===== config.mk =====
export PLATFORM = sky130hd
export DESIGN_NAME = ssd_scan_scheduler
export DESIGN_NICKNAME = d
export VERILOG_FILES = /design/src/rtl/ssd_scan_scheduler.sv
export SDC_FILE = /design/constraint.sdc
export NUM_CORES = 1
export LEC_CHECK = 0
export BUFFER_PORTS_ARGS = -buffer_cell sky130_fd_sc_hd__buf_2
export CORE_AREA = 4 4 103 144
export DETAILED_ROUTE_END_ITERATION = 6
export DIE_AREA = 0 0 107 148
export PLACE_DENSITY_LB_ADDON = 0.25
export SETUP_SLACK_MARGIN = 0.2
export SLEW_MARGIN = 15
export SYNTH_ARGS = -nofsm -noshare
export SYNTH_HDL_FRONTEND = slang
export SYNTH_SLANG_ARGS = --single-unit

===== constraint.sdc =====
create_clock -name clk -period 2.8 [get_ports clk]
set_clock_uncertainty 0.1 [all_clocks]
set_input_delay 0.84 -clock clk [delete_from_list [all_inputs] [get_ports clk]]
set_output_delay 0.84 -clock clk [all_outputs]
set_load 0.01 [all_outputs]

===== src/rtl/ssd_scan_scheduler.sv =====
// Time-slice scanner for a shared seven-segment cathode bus: each digit gets a blank gap then a
// drive slot per frame; display values are committed from a shadow register only at frame ends.
module ssd_scan_scheduler #(
  parameter int unsigned NUM_DIGITS   = 8,
  parameter int unsigned DWELL_CYCLES = 131072,
  parameter int unsigned BLANK_CYCLES = 1024,
  localparam int unsigned DigW = (NUM_DIGITS > 1) ? $clog2(NUM_DIGITS) : 1
) (
  input  logic                    clk,
  input  logic                    rst,
  input  logic [4*NUM_DIGITS-1:0] digits_in,
  input  logic [NUM_DIGITS-1:0]   blank_in,
  input  logic [NUM_DIGITS-1:0]   dp_in,
  input  logic                    load_req,
  output logic                    load_ack,
  output logic [NUM_DIGITS-1:0]   an,
  output logic [7:0]              cath,
  output logic                    frame_start,
  output logic [DigW-1:0]         cur_digit
);

  localparam int unsigned MaxCyc = (DWELL_CYCLES > BLANK_CYCLES) ? DWELL_CYCLES : BLANK_CYCLES;
  localparam int unsigned CntW   = (MaxCyc > 1) ? $clog2(MaxCyc) : 1;
  localparam logic [CntW-1:0] BlankLast = CntW'(BLANK_CYCLES - 1);
  localparam logic [CntW-1:0] DwellLast = CntW'(DWELL_CYCLES - 1);
  localparam logic [DigW-1:0] LastDigit = DigW'(NUM_DIGITS - 1);

  typedef enum logic [0:0] {StBlank, StDrive} state_e;

  state_e                  state_q, state_d;
  logic [CntW-1:0]         count_q, count_d;
  logic [DigW-1:0]         digit_q, digit_d;
  logic [4*NUM_DIGITS-1:0] digits_q;
  logic [NUM_DIGITS-1:0]   blank_q, dp_q;
  logic [7:0]              cath_q, cath_d;
  logic                    ack_q, fs_q;
  logic                    boundary, cath_load;
  logic [3:0]              nibble;
  logic [6:0]              seg;

  always_comb begin
    state_d   = state_q;
    count_d   = count_q + 1'b1;
    digit_d   = digit_q;
    boundary  = 1'b0;
    cath_load = 1'b0;
    unique case (state_q)
      StBlank: begin
        cath_load = (count_q == '0);
        if (count_q == BlankLast) begin
          state_d = StDrive;
          count_d = '0;
        end
      end
      StDrive: begin
        if (count_q == DwellLast) begin
          state_d  = StBlank;
          count_d  = '0;
          boundary = (digit_q == LastDigit);
          digit_d  = (digit_q == LastDigit) ? '0 : digit_q + 1'b1;
        end
      end
      default: begin
        state_d = StBlank;
        count_d = '0;
      end
    endcase
  end

  // Segment pattern {a..g}, low = lit.
  always_comb begin
    nibble = digits_q[4*digit_q +: 4];
    seg    = 7'b1111111;
    unique case (nibble)
      4'h0: seg = 7'b0000001;
      4'h1: seg = 7'b1001111;
      4'h2: seg = 7'b0010010;
      4'h3: seg = 7'b0000110;
      4'h4: seg = 7'b1001100;
      4'h5: seg = 7'b0100100;
      4'h6: seg = 7'b0100000;
      4'h7: seg = 7'b0001111;
      4'h8: seg = 7'b0000000;
      4'h9: seg = 7'b0000100;
      4'hA: seg = 7'b0001000;
      4'hB: seg = 7'b1100000;
      4'hC: seg = 7'b0110001;
      4'hD: seg = 7'b1000010;
      4'hE: seg = 7'b0110000;
      4'hF: seg = 7'b0111000;
      default: seg = 7'b1111111;
    endcase
    cath_d = {seg, ~dp_q[digit_q]};
  end

  // A blanked digit keeps its slot timing; only its anode stays off.
  always_comb begin
    an = '1;
    if (state_q == StDrive && !blank_q[digit_q]) an[digit_q] = 1'b0;
  end

  always_ff @(posedge clk or posedge rst) begin
    if (rst) begin
      state_q  <= StBlank;
      count_q  <= '0;
      digit_q  <= '0;
      cath_q   <= '1;
      ack_q    <= 1'b0;
      fs_q     <= 1'b0;
      digits_q <= '0;
      blank_q  <= '1;
      dp_q     <= '0;
    end else begin
      state_q <= state_d;
      count_q <= count_d;
      digit_q <= digit_d;
      ack_q   <= boundary & load_req;
      fs_q    <= boundary;
      if (cath_load) cath_q <= cath_d;
      if (boundary && load_req) begin
        digits_q <= digits_in;
        blank_q  <= blank_in;
        dp_q     <= dp_in;
      end
    end
  end

  assign load_ack    = ack_q;
  assign frame_start = fs_q;
  assign cath        = cath_q;
  assign cur_digit   = digit_q;

endmodule


==> key figures <==
Routing
  • Avg WL per Cell: 14.1 um
  • Vias per cell: 4.59
  • DRT Pass-1 Iters: 4
  • DRC: 0
  • Antenna violation net count after detailed routing: 0
  • Routed WL: 9880 um
  • Initial DRC Count: 132
  • Via count: 3217

Synth
  • Number of flops mapped to enable cells by yosys: 0
  • Cell count after synthesis: 435
  • Async SR Flop Fraction: 100%
  • Post-synthesis sequential area ratio: 50.2%
  • Commonest register cell after synthesis: dfrtp_1
  • Cell Area, Synth: 0.00398 mm^2
  • FF+latch count, synth: 79
  • Synth Warn #: 0
  • Synth cell types: 48
  • Synth Area per Inst: 9.14 um^2
  • Syn nets: 498

Floorplanning
  • Chip width: 107 um
  • I/O pin cnt: 72
  • # rows: 50
  • Die area: 0.0158 mm^2
  • Initial Util: 29.7%
  • Core ar.: 0.0134 mm^2
  • Die Y: 148 um

Layout
  • Share of cells above drive strength 1: 28.3%
  • N_diodes: 0
  • Finished Core Util: 37.6%
  • Final Instance Area: 0.00503 mm^2
  • Area Growth Syn to Fin: 26.5%
  • Filler instances: 1430
  • Commonest cells after routing, fill and taps aside: nand2_1 (168), buf_2 (70), dfrtp_1 (62)
  • Most common library cell in the layout ignoring fill and taps: nand2_1
  • Nets: 577

Clocking
  • Sink Count: 79
  • CTS tree: built
  • CTS root buf: clkbuf_16
  • Reg clk slew, reported paths: 0.06 ns
  • Cts bufs inserted: 9
  • Max Root-Sink Buffers: 2
  • Post CTS Setup Buffer Count: 0
  • Worst skew pair latency: 0.33 ns
  • H-tree Lvls: 3

Timing
  • Worst-Margin Slew: 0.962 ns
  • Final setup viols: 8
  • Min cycle time layout: 2.88 ns
  • Final hold viol count: 0
  • Final period util: 103%
  • Crit path setup slack, layout: -0.0762 ns
  • RSZ-0062 raised after global routing: true
  • Final Max Slew Viols: 0
  • Slew HR: 35.5%
  • FMAX: 348 MHz
  • Fin Hold WS: 0.358 ns

Setup path
  • Crit path buf inv count: 1
  • WP depth: 6
  • Critical path type: flip-flop to primary output
  • Reg2reg path depth: 9
  • Worst EP required: 1.86 ns
  • Worst EP arrival: 1.94 ns
  • CP max stage cell: mux4_2
  • Setup crit end kind: primary output
  • CP delay by family, top: multiplexers
  • Worst path cell trace: mux4_2 > mux2i_2 > nand2_2 > nor2_4 > nand3_1 > buf_2
  • Startpoint Class: flip-flop
  • Worst-path maximum fanout: 4
  • Critical path's largest stage delay: 0.52 ns

Global route
  • First-pass GRT wire length: 16400 um
  • Vias in the first global route: 3360
  • Initial antenna violation count: 0
  • Grt total ovfl: 0
  • Total track usage: 13.0%
  • Pin count of the biggest net entering global routing: 34

Place
  • Placed Area: 0.00466 mm^2
  • GPL Wtd Cong: 0.824
  • Worst slack at placement: 0.172 ns
  • DP HPWL: 7460 um
  • PortBufs: 71

Run
  • Max-cap violations: 0

Power and ir drop
  • Leak: 2.49 nW
  • VDD IR-drop max: 0.255 mV
  • Final Power: 2.50 mW
  • PD cells: 497 mW/mm^2

Outcome
  • Failing checks: setup timing
  • Status: complete, but fails checks

Worst hold path
  • Hold Crit Depth: 2
  • Hold Path Class: flip-flop to flip-flop
==> metal layers <==
metal / vias up / wire (um) / GRT usage, %
li1: 1599 / - / -
met2: 62 / 4940 / 21.8
met4: 0 / 188 / 3.90
met5: - / 0 / 0
met3: 12 / 398 / 3.36
met1: 1544 / 4350 / 16.5
==> layout make-up <==
| cell class | instances | area, um^2 | share of cell area, % |
|---|---|---|---|
| sequential | 79 | 2000 | 39.7 |
| inverter | 14 | 56.3 | 1.12 |
| clock inverter | 7 | 103 | 2.04 |
| tap | 182 | 228 | 4.53 |
| multi-input combinational | 321 | 1870 | 37.2 |
| clock buffer | 9 | 225 | 4.48 |
| timing repair buffer | 89 | 547 | 10.9 |
==> cell usage after synthesis (7+ instances only) <==
library cell	n	share of area (%)
o21ai_0	9	1.1
dfstp_2	16	11
mux2i_1	8	2.0
xor2_1	7	1.5
nand3_1	9	1.1
clkbuf_1	10	0.94
ha_1	12	3.8
dfrtp_1	63	40
inv_1	13	1.2
nand2_1	169	16
nor2_1	23	2.2
==> cells by family (layout without fill, tap and decap cells) <==
kind of cell | Yosys count | count (layout) | share of synthesized area, %
multiplexers | 20 | 20 | 7.39
flip-flops | 79 | 79 | 50.2
buffers and inverters | 35 | 119 | 4.00
XOR/XNOR | 13 | 13 | 2.86
AO/OA/AOI/OAI | 38 | 38 | 6.42
AND/OR/NAND/NOR | 238 | 238 | 25.3
adder cells (fa/ha/maj) | 12 | 12 | 3.78
==> tightest hold or removal path, cell delays in order, from the launching register on <==
cell and delay, ns:
dfstp_2 0.37, nand2_1 0.05, nand2_1 0.04
==> metrics by stage <==
stage / std cells / setup TNS, ns
2_1_floorplan: 435 / 0
3_3_place_gp: 685 / 0
3_5_place_dp: 685 / 0
4_1_cts: 701 / -1.01
5_1_grt: 701 / -1.28
6_report: 701 / -0.472
==> sequential cells by signal, indices dropped and copies added, names as in the netlist <==
signal       count
count_q         17
cath             8
state_q          1
dp_q             8
cur_digit        3
load_ack         1
digits_q        32
blank_q          8
frame_start      1
==> report_power, final <==
part | switching (mW) | internal, mW | leakage (nW) | total (mW)
registers | 0 | 1.14 | 1.02 | 1.14
logic | 0.0339 | 0.0298 | 1.30 | 0.0637
clock network | 0.500 | 0.795 | 0.163 | 1.29
total | 0.534 | 1.97 | 2.49 | 2.50
==> final timing paths <==
kind	slack (ns)	start	to
max reg2reg	0.34	cur_digit[2]	cath[1]
min reg2reg	0.36	blank_q[0]	blank_q[0]
min	0.36	blank_q[0]	blank_q[0]
max	-0.08	cur_digit[1]	an[7]
max in group asynchronous	1.53	rst	cath[0]
min in group asynchronous	0.43	rst	digits_q[28]
==> repair_timing <==
item | 4_1_cts | 5_1_grt
pin swaps | 3 | 0
hold buffers | 0 | 0
endpoints found under the setup margin | 8 | 56
resized for setup | 5 | 4
endpoints found under the hold margin | 0 | 0
No activity file was read; power rests on OpenSTA's default activity.
